## src/rtl/reg_file_master.sv

```systemverilog
// Command-side initiator: decodes UART write/read frames into register-file
// cycles and forwards read results to the UART transmitter.
module reg_file_master #(
  parameter int unsigned         DATA_WIDTH = 8,
  parameter int unsigned         ADDR_WIDTH = 4,
  parameter logic [DATA_WIDTH-1:0] WR_CMD   = 8'hAA,
  parameter logic [DATA_WIDTH-1:0] RD_CMD   = 8'hBB,
  parameter int unsigned         RD_TIMEOUT = 15
) (
  input  logic                  CLK,
  input  logic                  RST,
  input  logic [DATA_WIDTH-1:0] RX_P_Data,
  input  logic                  RX_D_VLD,
  input  logic [DATA_WIDTH-1:0] RdData,
  input  logic                  RdData_Valid,
  input  logic                  TX_Busy,
  output logic                  WrEn,
  output logic                  RdEn,
  output logic [ADDR_WIDTH-1:0] Address,
  output logic [DATA_WIDTH-1:0] WrData,
  output logic [DATA_WIDTH-1:0] TX_P_Data,
  output logic                  TX_D_VLD,
  output logic                  Cmd_Err
);

  localparam int unsigned CNT_W = $clog2(RD_TIMEOUT + 1);
  localparam logic [CNT_W-1:0] TIMEOUT_CNT = CNT_W'(RD_TIMEOUT);

  typedef enum logic [2:0] {
    IDLE,
    WR_ADDR,
    WR_DATA,
    RD_ADDR,
    RD_WAIT,
    TX_REQ
  } state_e;

  state_e                state_q;
  logic [CNT_W-1:0]      cnt_q;
  logic [DATA_WIDTH-1:0] txBuf_q;
  logic                  wrEn_q;
  logic                  rdEn_q;
  logic [ADDR_WIDTH-1:0] addr_q;
  logic [DATA_WIDTH-1:0] wrData_q;
  logic [DATA_WIDTH-1:0] txData_q;
  logic                  txVld_q;
  logic                  cmdErr_q;

  // Strobe outputs default low every cycle so each is a single-cycle pulse;
  // Address/WrData/TX_P_Data simply hold until the next frame overwrites them.
  always_ff @(posedge CLK) begin
    if (!RST) begin
      state_q  <= IDLE;
      cnt_q    <= '0;
      txBuf_q  <= '0;
      wrEn_q   <= 1'b0;
      rdEn_q   <= 1'b0;
      addr_q   <= '0;
      wrData_q <= '0;
      txData_q <= '0;
      txVld_q  <= 1'b0;
      cmdErr_q <= 1'b0;
    end else begin
      wrEn_q   <= 1'b0;
      rdEn_q   <= 1'b0;
      txVld_q  <= 1'b0;
      cmdErr_q <= 1'b0;
      case (state_q)
        IDLE: begin
          if (RX_D_VLD) begin
            if (RX_P_Data == WR_CMD) begin
              state_q <= WR_ADDR;
            end else if (RX_P_Data == RD_CMD) begin
              state_q <= RD_ADDR;
            end else begin
              cmdErr_q <= 1'b1;
            end
          end
        end
        WR_ADDR: begin
          if (RX_D_VLD) begin
            addr_q  <= RX_P_Data[ADDR_WIDTH-1:0];
            state_q <= WR_DATA;
          end
        end
        WR_DATA: begin
          if (RX_D_VLD) begin
            wrData_q <= RX_P_Data;
            wrEn_q   <= 1'b1;
            state_q  <= IDLE;
          end
        end
        RD_ADDR: begin
          if (RX_D_VLD) begin
            addr_q  <= RX_P_Data[ADDR_WIDTH-1:0];
            rdEn_q  <= 1'b1;
            cnt_q   <= '0;
            state_q <= RD_WAIT;
          end
        end
        // Valid data wins over a timeout landing on the same edge.
        RD_WAIT: begin
          if (RdData_Valid) begin
            txBuf_q <= RdData;
            state_q <= TX_REQ;
          end else if (cnt_q + 1'b1 == TIMEOUT_CNT) begin
            cmdErr_q <= 1'b1;
            state_q  <= IDLE;
          end else begin
            cnt_q <= cnt_q + 1'b1;
          end
        end
        TX_REQ: begin
          if (!TX_Busy) begin
            txData_q <= txBuf_q;
            txVld_q  <= 1'b1;
            state_q  <= IDLE;
          end
        end
        default: state_q <= IDLE;
      endcase
    end
  end

  assign WrEn      = wrEn_q;
  assign RdEn      = rdEn_q;
  assign Address   = addr_q;
  assign WrData    = wrData_q;
  assign TX_P_Data = txData_q;
  assign TX_D_VLD  = txVld_q;
  assign Cmd_Err   = cmdErr_q;

endmodule

```

## config.mk

```make
export PLATFORM = sky130hd
export DESIGN_NAME = reg_file_master
export DESIGN_NICKNAME = d
export VERILOG_FILES = /design/src/rtl/reg_file_master.sv
export SDC_FILE = /design/constraint.sdc
export NUM_CORES = 1
export LEC_CHECK = 0
export CAP_MARGIN = 20
export CORE_MARGIN = 4
export CORE_UTILIZATION = 47
export CTS_CLUSTER_SIZE = 8
export DETAILED_ROUTE_END_ITERATION = 12
export GPL_TIMING_DRIVEN = 0
export PLACE_DENSITY = 0.77
export SYNTH_ARGS = -nofsm -noshare
export SYNTH_HDL_FRONTEND = slang
export SYNTH_SLANG_ARGS = --single-unit
```

## constraint.sdc

```tcl
create_clock -name CLK -period 2 [get_ports CLK]
set_clock_uncertainty 0.1 [all_clocks]
set_input_delay 0.5 -clock CLK [delete_from_list [all_inputs] [get_ports CLK]]
set_output_delay 0.5 -clock CLK [all_outputs]
set_load 0.05 [all_outputs]
```

Word level (Yosys, flattened, before mapping)
Index checks and enable logic that the tools add are counted.
Operators by class
  add/sub/neg operators: 1
  reductions and logical operators: 12
  equal/unequal tests: 17
  bitwise logic cells: 1
  muxes and demuxes: 22
Operator list (number)
  $mux W3: 9
  $pmux W3 S6: 1
  $eq A8 B8 Y1 const B: 2
  $ne A2 B2 Y1 const B: 7
  $reduce_and A2 Y1: 7
  $mux W4: 3
  $pmux W4 S2: 1
  $mux W1: 7
  $reduce_and A7 Y1: 1
  $eq A3 B2 Y1 const B: 2
  $eq A3 B3 Y1 const B: 2
  $ne A3 B3 Y1 const B: 2
  $add A4 B1 Y4 const B: 1
  $eq A4 B4 Y1 const B: 1
  $reduce_and A4 Y1: 1
  $eq A3 B1 Y1 const B: 1
  $logic_not A3 Y1: 1
  $pmux W1 S2: 1
  $reduce_bool A2 Y1: 1
  $reduce_or A2 Y1: 1
  $not A1 Y1: 1
Word-level totals
  input bits: 21
  register bits: 39
  logic and storage cells: 63

Depth between registers and ports, before layout
Gate-level depths: netlist of run 1.
  word-level depth: 5
  mapped depth: 7
  gate-level depth less buffers: 7

Worst setup path before layout of run 1
Ideal clock, no wire load.
  kind: reg-to-reg
  from: register cnt_q[0]
  to: register state_q[2]
  stages on the path, launching flop included: 6
  data arrival time: 1.475 ns
  setup time: 0.132 ns
  path buffers: 0
  setup slack: 0.293 ns
  period minus slack after synthesis: 1.707 ns
  cells stage by stage: dfxtp_1 ha_1 nor3b_1 nor2_1 o311ai_0 a21oi_1
Between the ends
  cells in the longest elaborated chain, start to end: 4
Ends and longest elaborated chain
  start, declared: line 39  | logic [CNT_W-1:0] cnt_q;
  start signal, assigned: line 110  | cnt_q <= cnt_q + 1'b1;
  $add A4 B1 Y4: line 106  | end else if (cnt_q + 1'b1 == TIMEOUT_CNT) begin
  $eq A4 B4 Y1: line 106
  $ne A3 B3 Y1 (no source line)
  $reduce_and A7 Y1 (no source line)
  end signal, assigned: line 105  | state_q <= TX_REQ;
  end signal, assigned: line 108  | state_q <= IDLE;
  end signal, assigned: line 117  | state_q <= IDLE;
  end, declared: line 38  | state_e state_q;
Every way passes these cells.
A chain may end at the register's enable or synchronous reset.

Worst setup path after layout of run 1
  from: input RX_P_Data[2]
  to: register state_q[1]
Between the ends
  cells in the longest elaborated chain, start to end: 4
  elaborated cells on any way between the ends: 7
  classes of those cells: eq/ne: 3; mux: 3; reduce/logical: 1
Ends and longest elaborated chain
  start, declared: line 12  | input logic [DATA_WIDTH-1:0] RX_P_Data,
  $eq A8 B8 Y1: line 71  | if (RX_P_Data == WR_CMD) begin
  $mux W3: line 71
  $mux W3: line 70  | if (RX_D_VLD) begin
  $pmux W3 S6: line 68  | case (state_q)
  end signal, assigned: line 72  | state_q <= WR_ADDR;
  end signal, assigned: line 74  | state_q <= RD_ADDR;
  end signal, assigned: line 83  | state_q <= WR_DATA;
Parallel ways exist; a longest one is shown, timed or not. The select of a mux whose other input is x is not followed.

==> impl_metrics.json, run 1 <==
{
  "nFillCells": 291,
  "async_reset_ff_share_pct": 0,
  "final_nets": 258,
  "finalInstanceArea_mm2": 0.00212,
  "cts_max_level": 2,
  "crit_required_ps": 2170,
  "p_int_mw": 0.984,
  "dieArea_mm2": 0.00439,
  "fin_ws_ps": 110,
  "drcViolationCount": 0,
  "whs_endpoint": "TX_P_Data[2]",
  "vias": 1507,
  "final_cell_mix": "nand2_1, dfxtp_1, dlygate4sd2_1",
  "grt_first_pass_wirelength_um": 6240,
  "die_height_um": 66.2,
  "synth.largest_area_cell": "dfxtp_1",
  "cp.arrival_ps": 2060,
  "vdd_drop_max_mv": 0.348,
  "clk_latency_ps": 350,
  "worst_slew_margin_rel_pct": 64.2,
  "startpoint_type": "primary input",
  "hold_path.class": "flop to flop",
  "swShare_pct": 22.7,
  "syn_inst": 184,
  "first_global_vias": 1468,
  "drive_gt1_share_pct": 8.09,
  "synth_area_leaders": "dfxtp_1, nand2_1, a21oi_1",
  "max_freq_mhz": 529,
  "max_cap_violations": 0,
  "antenna_found_initial": 0,
  "postPlaceCellArea_mm2": 0.00209,
  "routabilityCongestion": 0.944,
  "ys_seq_area_share_pct": 49.0,
  "netSwitchingPower_mw": 0.290,
  "cts-root-buf": "clkbuf_4",
  "p_seq_share_pct": 61.1,
  "layout_commonest_cell": "nand2_1",
  "slew_violations": 0,
  "hold_buffers": 0,
  "finalSetupViolations": 0,
  "path_max_fanout": 3,
  "wire_per_inst_um": 13.7,
  "fin_cells": 279,
  "synth_area_mm2": 0.00159,
  "yosys_warnings": 0,
  "worstReg2RegStart": "cnt_q[0]",
  "cts.path.max_buffers": 2,
  "synth_seq_cells": 39,
  "powerDensity_mw_per_mm2": 600,
  "worstHoldStart": "txBuf_q[2]",
  "status": "finished clean",
  "period_minus_slack_ps": 1890,
  "cp-end-kind": "flop",
  "dpl.hpwl_um": 2880,
  "globalRouteTotalUtil_pct": 18.8,
  "port-buffer-count": 44,
  "synth_top_area_share_pct": 49.0,
  "num_rows": 20,
  "cellLeakagePower_nw": 0.818,
  "numCtsBuffers": 5,
  "ant_nets": 0,
  "overflow": 0,
  "worstSetupPathType": "primary input to flop",
  "syn_to_final_growth_pct": 33.3,
  "total_power_mw": 1.27,
  "place_inst": 272,
  "synth_edf_count": 0,
  "drt_wl_total_um": 3830,
  "avgSynthCellArea_um2": 8.66,
  "r2r_setup_slack_ps": 220,
  "initial_utilization_pct": 50.6,
  "cts_tree": "done",
  "synthFlopType": "dfxtp_1",
  "firstDrtPassIters": 4,
  "fin_crit_sh_pct": 94.5,
  "clk_pin_slew_ps": 120,
  "die_width_um": 66.2,
  "drt-initial-drc-count": 87,
  "r2r_cells": 5,
  "min_path_cells": 2,
  "clock_sinks": 39,
  "viasPerCell": 5.40,
  "place_ws_ps": -282,
  "p_comb_share_pct": 6.4,
  "pwr-share-clk_pct": 32.5,
  "report.final.hold_viol_count": 0,
  "syn_nets": 207,
  "synthDistinctLibCells": 39,
  "core_mm2": 0.00315,
  "antenna_cells": 0,
  "rr_endpoint": "state_q[2]",
  "grt_max_degree": 12,
  "io_pins": 45,
  "worst_pin_slew_ps": 535
}
## how the worst max path moves through the flow
stage / startpoint / endpoint / slack (ps) / cells after the start
6_report: RX_P_Data[2] / state_q[1] / 110 / 6
5_1_grt: RX_P_Data[2] / state_q[1] / -10 / 6
4_1_cts: cnt_q[0] / state_q[2] / 70 / 5
3_5_place_dp: RX_P_Data[2] / state_q[1] / -280 / 6
3_3_place_gp: RX_P_Data[3] / state_q[1] / -280 / 6
2_1_floorplan: cnt_q[0] / state_q[2] / 290 / 5
## metrics by stage
step	util [%]	TNS, ps	hold WS, ps
final	67.4	0	356
after global routing	67.4	-10.2	385
after global placement	66.3	-2180	340
after CTS	67.1	0	357
after detailed placement	66.3	-2800	348
after floorplan	-	0	331
## final cells by class
type / instances / area (um2) / share of cell area, %
Inverter: 2 / 7.51 / 0.353
Clock buffer: 6 / 51.3 / 2.41
Clock inverter: 1 / 5.00 / 0.236
Sequential cell: 39 / 781 / 36.7
Multi-Input combinational cell: 134 / 773 / 36.4
Tap cell: 44 / 55.1 / 2.59
Timing Repair Buffer: 45 / 418 / 19.7
Buffer: 8 / 33.8 / 1.59
## Yosys cell counts (2+ instances only)
library cell,number
nand2_1,43
dfxtp_1,39
a21oi_1,21
nor2_1,16
mux2i_1,9
nand3_1,8
clkbuf_1,6
buf_2,3
nor3_1,3
a31oi_1,2
ha_1,2
nand2b_1,2
nand3b_1,2
nor2b_1,2
o21ai_0,2
## worst max-delay path: stages
cell and delay, ps:
clkdlybuf4s50_1 440, nand4b_1 200, nor3b_2 250, a31oi_1 120, or3b_1 360, a211oi_1 190
## registers in the layout (all words and copies together) (netlist names)
register   cells
TX_P_Data      8
WrData         8
txBuf_q        8
Address        4
cnt_q          4
state_q        3
Cmd_Err        1
RdEn           1
TX_D_VLD       1
WrEn           1
## repair_timing
action / in CTS / in global routing
resized for setup: 24 / 1
setup endpoints to repair: 24 / 3
pin swaps: 0 / 1
buffers inserted: 0 / 1
## power by group through the flow
stage | Clock [mW] | Combinational (mW) | Sequential, mW
2_1_floorplan | 0 | 0.0208 | 0.801
3_3_place_gp | 0 | 0.0813 | 0.796
3_5_place_dp | 0 | 0.0825 | 0.796
4_1_cts | 0.423 | 0.0820 | 0.778
5_1_grt | 0.454 | 0.0878 | 0.779
6_report | 0.414 | 0.0821 | 0.778
## cell families after synthesis
kind of cell / count (synthesis) / share of synthesized area (%)
flops: 39 / 49.0
xor+xnor: 1 / 0.550
buf+inv: 11 / 2.82
simple gates: 86 / 25.5
fa+ha+maj: 2 / 1.57
mux: 9 / 5.65
compound gates: 36 / 14.9
## layer usage
layer | part of all wire [%] | GRT usage [%] | vias to the layer above | wire, um
met5 | 0 | 0 | - | 0
met4 | 1.9 | 9.14 | 0 | 74
met3 | 8.3 | 6.97 | 10 | 317
met2 | 50 | 32.2 | 63 | 1910
met1 | 40 | 20.1 | 701 | 1530
li1 | - | - | 733 | -
Note: power is estimated with default switching activity, not from simulation.
==> inputs of run 2 (changes only) <==
==> constraint.sdc (replaced) <==
create_clock -name CLK -period 2 [get_ports CLK]
set_clock_uncertainty 0.1 [all_clocks]
set_input_delay 0.4 -clock CLK [delete_from_list [all_inputs] [get_ports CLK]]
set_output_delay 0.4 -clock CLK [all_outputs]
set_load 0.05 [all_outputs]
==> run 2 against run 1 <==
  * Critical endpoint unchanged
  * Highest routed layer unchanged
  * Sequential power hardly changed
  * Clock power about the same
  * Sequential share of layout area decreased by 0.13 points
  * Cell count unchanged
  * Combinational power grew 1%
  * Fmax grew 4.3%
  * Largest power group unchanged
  * Global-route usage did not move
  * Flip-flop and latch count did not move
==> impl_metrics.json, run 2 (synthesis results as in run 1) <==
{
  "cts_max_level": 2,
  "hold_path.class": "flop to flop",
  "clk_pin_slew_ps": 110,
  "seq_area_um2": 781,
  "report.final.hold_viol_count": 0,
  "fin_util_pct": 67.6,
  "grt_setup_unrepaired": "false",
  "dpl.hpwl_um": 2880,
  "die_height_um": 66.2,
  "nFillCells": 291,
  "min_path_cells": 2,
  "first_global_vias": 1468,
  "multi_input_area_um2": 773,
  "clock_sinks": 39,
  "fin_tns_setup_ps": 0,
  "whs_endpoint": "TX_P_Data[2]",
  "ant_nets": 0,
  "finalSetupViolations": 0,
  "postPlaceCellArea_mm2": 0.00209,
  "max_freq_mhz": 552,
  "overflow": 0,
  "clk_latency_ps": 340,
  "num_rows": 20,
  "hold_buffers": 0,
  "antenna_cells": 0,
  "slew_violations": 0,
  "worst_slew_margin_rel_pct": 64.3,
  "cpLargestDelayFamily": "simple AND/OR/NAND/NOR gates",
  "routabilityCongestion": 0.944,
  "numCtsBuffers": 5,
  "crit_required_ps": 2170,
  "port-buffer-count": 44,
  "drt_wl_total_um": 3840,
  "cts-root-buf": "clkbuf_4",
  "core_mm2": 0.00315,
  "period_minus_slack_ps": 1810,
  "globalRouteTotalUtil_pct": 18.8,
  "drt-initial-drc-count": 128,
  "viasPerCell": 5.33,
  "io_pins": 45,
  "powerDensity_mw_per_mm2": 597,
  "wire_per_inst_um": 13.8,
  "r2r_cells": 5,
  "syn_to_final_growth_pct": 33.8,
  "total_power_mw": 1.27,
  "worstReg2RegStart": "cnt_q[0]",
  "crit_slowest_cell": "clkdlybuf4s50_1",
  "critPathMaxStageDelay_ps": 440,
  "cts_setup_buffers": 0,
  "fin_crit_sh_pct": 90.6,
  "rr_endpoint": "state_q[2]",
  "final_cell_mix": "nand2_1, dfxtp_1, a21oi_1, dlygate4sd2_1, clkdlybuf4s50_1",
  "drcViolationCount": 0,
  "grt_first_pass_wirelength_um": 6240,
  "worstHoldStart": "txBuf_q[2]",
  "cts.path.max_buffers": 2,
  "startpoint_type": "primary input",
  "status": "finished clean",
  "vias": 1486,
  "drive_gt1_share_pct": 7.66,
  "initial_utilization_pct": 50.6,
  "cellLeakagePower_nw": 0.853,
  "place_inst": 272,
  "layout_commonest_cell": "nand2_1",
  "max_cap_violations": 0,
  "firstDrtPassIters": 4,
  "die_width_um": 66.2,
  "antenna_found_initial": 0,
  "r2r_setup_slack_ps": 200,
  "fin_cells": 279,
  "worst_pin_slew_ps": 534,
  "vdd_drop_max_mv": 0.349,
  "cp-end-kind": "flop",
  "cts_tree": "done",
  "grt_max_degree": 12,
  "critPathBufInv": 1,
  "dieArea_mm2": 0.00439,
  "path_max_fanout": 3,
  "worstSetupPathType": "primary input to flop",
  "final_nets": 258,
  "finalInstanceArea_mm2": 0.00213,
  "cp.arrival_ps": 1980,
  "worstPathCellList": "clkdlybuf4s50_1, nand4b_1, nor3b_2, a31oi_1, or3b_1, a211oi_1"
}
run 2: stage by stage:
stage,hold slack [ps],worst slack [ps]
4_1_cts,357,14.2
3_5_place_dp,348,-182
6_report,358,188
3_3_place_gp,340,-177
2_1_floorplan,331,293
5_1_grt,385,38.0
run 2: timing repair:
| item | in CTS | in global routing |
|---|---|---|
| gates resized for setup | 21 | 4 |
| endpoints found under the setup margin | 21 | 4 |
| cloned | 0 | 0 |
run 2: worst max-delay path by stage:
| stage | start | to | slack, ps | cells past startpoint |
|---|---|---|---|---|
| 2_1_floorplan | cnt_q[0] | state_q[2] | 290 | 5 |
| 3_3_place_gp | RX_P_Data[3] | state_q[1] | -180 | 6 |
| 3_5_place_dp | RX_P_Data[2] | state_q[1] | -180 | 6 |
| 4_1_cts | Cmd_Err | Cmd_Err | 10 | 1 |
| 5_1_grt | cnt_q[0] | state_q[2] | 40 | 7 |
| 6_report | RX_P_Data[2] | state_q[1] | 190 | 6 |
run 2: worst min-delay path, cell delays in order, from the launching register on:
cell and delay (ps):
dfxtp_1 330, nand2_1 50, a21oi_1 50
run 2: area by class of cell:
type	instances	share of cell area, %
plain buffers	9	1.76
repair buffers	44	19.8
clock inverters	1	0.235
clock buffers	6	2.41
inverters	2	0.352
multi-input cells	134	36.3
flip-flops and latches	39	36.6
well taps	44	2.58
run 2: power breakdown:
group / internal, mW / switching [mW] / total, mW
combinational: 0.0443 / 0.0385 / 0.0829
clock: 0.163 / 0.249 / 0.412
sequential: 0.778 / 0.000447 / 0.778
run 2: routing by layer:
layer  GRT usage (%)  vias up  part of all wire (%)
li1                -      733                     -
met3            6.97        8                   7.8
met5               0        -                     0
met1            20.1      687                    41
met2            32.2       58                    49
met4            9.14        0                   1.7
